[src/rtl/ps2_scan_code_receiver.sv]
// rtl/ps2_scan_code_receiver.sv - PS/2 device-to-host receiver folding E0/F0 prefixes into key flags
// Define PS2_PARITY_CHECK_EN to reject frames with bad odd parity; otherwise the parity bit is ignored.
module ps2_scan_code_receiver #(
   parameter int FILTER_CYCLES  = 8,
   parameter int TIMEOUT_CYCLES = 5000
) (
   input  logic       clock,
   input  logic       reset,
   input  logic       ps2_clk,
   input  logic       ps2_data,
   output logic [7:0] scan_code,
   output logic       scan_valid,
   output logic       key_release,
   output logic       key_extended,
   output logic       frame_error
);
   localparam int FW = $clog2(FILTER_CYCLES + 1);
   localparam int TW = $clog2(TIMEOUT_CYCLES + 1);
   localparam logic [FW-1:0] FILT_MAX = FW'(FILTER_CYCLES - 1);
   localparam logic [TW-1:0] TO_MAX   = TW'(TIMEOUT_CYCLES - 1);

   typedef enum logic [1:0] {IDLE, DATA, PARITY, STOP} state_t;
   state_t state, state_next;

   logic          clk_s1, clk_s2, dat_s1, dat_s2, clk_filt;
   logic [FW-1:0] filt_cnt;
   logic [TW-1:0] to_cnt;
   logic [7:0]    shift;
   logic [2:0]    bit_cnt;
   logic          ext_pending, brk_pending;
   logic          fall, timeout, parity_ok, start_bit, shift_en, accept, err;

   // Lines idle high, so the synchronisers and filter come out of reset at 1.
   always_ff @(posedge clock) begin
      if (reset) begin
         clk_s1   <= 1'b1;
         clk_s2   <= 1'b1;
         dat_s1   <= 1'b1;
         dat_s2   <= 1'b1;
         clk_filt <= 1'b1;
         filt_cnt <= '0;
      end else begin
         clk_s1 <= ps2_clk;
         clk_s2 <= clk_s1;
         dat_s1 <= ps2_data;
         dat_s2 <= dat_s1;
         if (clk_s2 == clk_filt) begin
            filt_cnt <= '0;
         end else if (filt_cnt == FILT_MAX) begin
            clk_filt <= clk_s2;
            filt_cnt <= '0;
         end else begin
            filt_cnt <= filt_cnt + FW'(1);
         end
      end
   end

   assign fall    = clk_filt & ~clk_s2 & (filt_cnt == FILT_MAX);
   assign timeout = (state != IDLE) & ~fall & (to_cnt == TO_MAX);

`ifdef PS2_PARITY_CHECK_EN
   logic parity_bit;
   assign parity_ok = ^{shift, parity_bit};
`else
   assign parity_ok = 1'b1;
`endif

   always_ff @(posedge clock) begin
      if (reset) state <= IDLE;
      else       state <= state_next;
   end

   always_comb begin
      state_next = state;
      if (timeout) begin
         state_next = IDLE;
      end else if (fall) begin
         case (state)
            IDLE:    if (!dat_s2) state_next = DATA;
            DATA:    if (bit_cnt == 3'd7) state_next = PARITY;
            PARITY:  state_next = STOP;
            STOP:    state_next = IDLE;
            default: state_next = IDLE;
         endcase
      end
   end

   always_comb begin
      start_bit = 1'b0;
      shift_en  = 1'b0;
      accept    = 1'b0;
      err       = timeout;
      if (fall) begin
         case (state)
            IDLE:    if (dat_s2) err = 1'b1; else start_bit = 1'b1;
            DATA:    shift_en = 1'b1;
            STOP:    if (dat_s2 && parity_ok) accept = 1'b1; else err = 1'b1;
            default: ;
         endcase
      end
   end

   // Inter-edge watchdog: only runs while a frame is in flight.
   always_ff @(posedge clock) begin
      if (reset || state == IDLE || fall || timeout) to_cnt <= '0;
      else                                           to_cnt <= to_cnt + TW'(1);
   end

   always_ff @(posedge clock) begin
      if (reset) begin
         shift        <= 8'h00;
         bit_cnt      <= 3'd0;
         ext_pending  <= 1'b0;
         brk_pending  <= 1'b0;
         scan_code    <= 8'h00;
         key_release  <= 1'b0;
         key_extended <= 1'b0;
         scan_valid   <= 1'b0;
         frame_error  <= 1'b0;
`ifdef PS2_PARITY_CHECK_EN
         parity_bit   <= 1'b0;
`endif
      end else begin
         scan_valid  <= 1'b0;
         frame_error <= err;
         if (start_bit) bit_cnt <= 3'd0;
         if (shift_en) begin
            shift   <= {dat_s2, shift[7:1]};
            bit_cnt <= bit_cnt + 3'd1;
         end
`ifdef PS2_PARITY_CHECK_EN
         if (fall && state == PARITY) parity_bit <= dat_s2;
`endif
         if (err) begin
            ext_pending <= 1'b0;
            brk_pending <= 1'b0;
         end else if (accept) begin
            if (shift == 8'hE0) begin
               ext_pending <= 1'b1;
            end else if (shift == 8'hF0) begin
               brk_pending <= 1'b1;
            end else begin
               scan_code    <= shift;
               key_release  <= brk_pending;
               key_extended <= ext_pending;
               scan_valid   <= 1'b1;
               ext_pending  <= 1'b0;
               brk_pending  <= 1'b0;
            end
         end
      end
   end
endmodule

[config.mk]
export PLATFORM = sky130hd
export DESIGN_NAME = ps2_scan_code_receiver
export DESIGN_NICKNAME = d
export VERILOG_FILES = /design/src/rtl/ps2_scan_code_receiver.sv
export SDC_FILE = /design/constraint.sdc
export NUM_CORES = 1
export LEC_CHECK = 0
export CORE_ASPECT_RATIO = 0.8
export CORE_UTILIZATION = 55
export DETAILED_ROUTE_END_ITERATION = 10
export PLACE_DENSITY = 0.76
export SYNTH_ARGS = -nofsm -noshare
export SYNTH_HDL_FRONTEND = slang
export SYNTH_SLANG_ARGS = --single-unit
[constraint.sdc]
create_clock -name clock -period 4.4 [get_ports clock]
set_input_delay 0.66 -clock clock [delete_from_list [all_inputs] [get_ports clock]]
set_output_delay 0.66 -clock clock [all_outputs]
set_load 0.01 [all_outputs]
==> flow_metrics.tcl <==
set metrics [dict create \
    outcome "finished, violations left" \
    violations "design-rule violations" \
    path_buf_inv 3 \
    vias 1502 \
    drt-initial-drc-count 81 \
    routed_wl_mm 3.40 \
    area_growth_pct 13.0 \
    yosysSeqAreaShare_pct 47.2 \
    crit_fanout 24 \
    cpMaxStageDelayCell "clkdlybuf4s50_1" \
    hold_class "reg -> reg" \
    avgSynthCellArea_um2 9.24 \
    port_buffers 15 \
    setup_viol 0 \
    drive_gt1_share_pct 8.64 \
    multiInputGateArea_mm2 0.00104 \
    cts_sinks 49 \
    cts_tree "done" \
    synth_top_cell_by_area "dfxtp_1" \
    postSynthCellCount 225 \
    ios 16 \
    min_period_ns 1.91 \
    ant_nets 0 \
    die-area_mm2 0.00403 \
    timing.final.crit_share_pct 43.4 \
    cp.required_ns 4.58 \
    die_y_um 57.0 \
    slew_violations 0 \
    setup_tns_ns 0 \
    coreArea_mm2 0.00352 \
    rsz0062_at_grt "no" \
    peakVddDrop_uv 224 \
    setup_ws_ns 2.49 \
    fillers 286 \
    globalRouteTotalUtil_pct 19.2 \
    grt-ovfl-total 0 \
    crit_type "in -> reg" \
    final-hold-violation-count 0 \
    dp_hpwl_mm 2.49 \
    place_congestion 0.773 \
    p_per_area_mw_per_mm2 305 \
    clockBufferDepth 2 \
    die_w_um 70.7 \
    fin_skew_ns 0.00459 \
    wire_per_inst_um 11.9 \
    initial_core_util_pct 59.1 \
    firstDrtPassIters 7 \
    ys_async_sr_fraction_pct 0 \
    hold_buffers 0 \
    syn_area_mm2 0.00208 \
    path_delay_family "buffers and inverters" \
    h-tree-depth 2 \
    relSlewSlack_pct 70.9 \
    crit_arrival_ns 2.09 \
    antenna_found_initial 0 \
    startpoint_type "input pin" \
    rows 19 \
    seqCellArea_um2 981 \
    clkSlewWorstSetupHoldPaths_ns 0.08 \
    yosys-top-cells-area "dfxtp_1 47%, nand2_1 7.6%, ha_1 5.4%" \
    drc 6 \
    p_leak_nw 0.759 \
    endpoint_kind "flop" \
    synth.net_count 238 \
    tightest_slew_ns 0.426 \
    p_total_w 0.000716 \
    drv_cap 0 \
    synth_top_cell_area_share_pct 47.2 \
    cts_root_buf "clkbuf_8" \
    nNetsFinal 256 \
    synth.distinct_cells 41 \
    grt_max_degree 25 \
    synth_seq_cells 49 \
    synth_edf_count 0 \
    max_freq_mhz 523 \
    cts_buffers 5 \
    crit_chain "clkdlybuf4s50_1 > buf_4 > clkinv_1 > nand2_1 > mux2i_1" \
    crit_path_max_incr_delay_ns 0.45 \
    ys.flop_type "dfxtp_1" \
    dp_slack_ns 2.17 \
    grt_pass1_vias 1283 \
    grt_pass1_wl_mm 5.86 \
    clk-insertion-delay-late_ns 0.30 \
    postCtsSetupRepairBufs 0 \
    yosysWarnings 0 \
    ctsResizeCount 0 \
    viasPerCell 5.27 \
    n_antenna_cell 0 \
]
## registers in the layout, summed over array words and instances (netlist names), 2 cells and up
register   cells
bit_cnt        3
filt_cnt       4
scan_code      8
shift          8
state          2
to_cnt        13
## final timing paths
path,to,slack (ns),start,cells after the start
worst min-delay path,clk_s2,0.41,clk_s1,1
worst max-delay path,scan_code[5],2.49,reset,5
worst min register to register,clk_s2,0.41,clk_s1,1
worst max register to register,scan_code[2],2.55,filt_cnt[0],5
## cell families after synthesis
family	count (synthesis)	share of synthesized area [%]
XOR/XNOR	13	5.48
AND/OR/NAND/NOR	108	27.2
flip-flops	49	47.2
buffers and inverters	14	2.89
adder cells (fa/ha/maj)	9	5.42
AO/OA/AOI/OAI	21	6.44
multiplexers	11	5.36
## Yosys cell counts, drive strengths merged (2+ instances only)
master and count:
nor3b 2, nand2 42, xnor2 10, nor3 8
a21oi 10, clkbuf 4, nor4 3, inv 8
nor4bb 2, mux2i 10, or2 4, a22oi 2
nor2 28, o21ai 2, o21bai 2, dfxtp 49
ha 9, nand4 2, xor2 3, nand3 6
## cells in the final DEF (no fill, tap or decap), types with 3 or more instances in the layout
cell type and instances:
dfxtp_1 49, nand2_1 42, nor2_1 27, clkdlybuf4s50_1 15, mux2i_1 10, a21oi_1 10, xnor2_1 10, ha_1 9
inv_1 8, nor3_1 8, nand3_1 6, clkbuf_8 6, or2_2 4, xor2_1 3
## metrics by stage
stage / util (%) / instances / hold WS [ns] / cell area, um^2
floorplan: - / 225 / 0.389 / 2080
global placement: 64.3 / 278 / 0.392 / 2260
detailed placement: 64.3 / 278 / 0.392 / 2260
CTS: 66.7 / 285 / 0.412 / 2350
global route: 66.7 / 285 / 0.438 / 2350
finish: 66.7 / 285 / 0.410 / 2350
## final cells by class
class                      count  share of cell area, %
clock buffer                   7                   3.68
sequential                    49                   41.8
timing repair buffer          16                   6.71
tap                           42                   2.24
inverter                       9                   1.44
multi-input combinational    162                   44.2
## report_power, final
| part | internal [W] | leakage, nW | switching [W] |
|---|---|---|---|
| logic | 0.00000560 | 0.319 | 0.00000782 |
| registers | 0.000445 | 0.396 | 0.00000103 |
| clock network | 0.000125 | 0.0443 | 0.000132 |
| total | 0.000575 | 0.759 | 0.000141 |
## per-layer routing
metal / GRT usage [%] / share of wire (%) / vias up
li1: - / - / 796
met1: 27.3 / 54 / 667
met2: 26.1 / 41 / 35
met3: 7.42 / 4.8 / 4
met4: 7.71 / 1.0 / 0
met5: 0 / 0 / -
No activity file was read; power rests on OpenSTA's default activity.
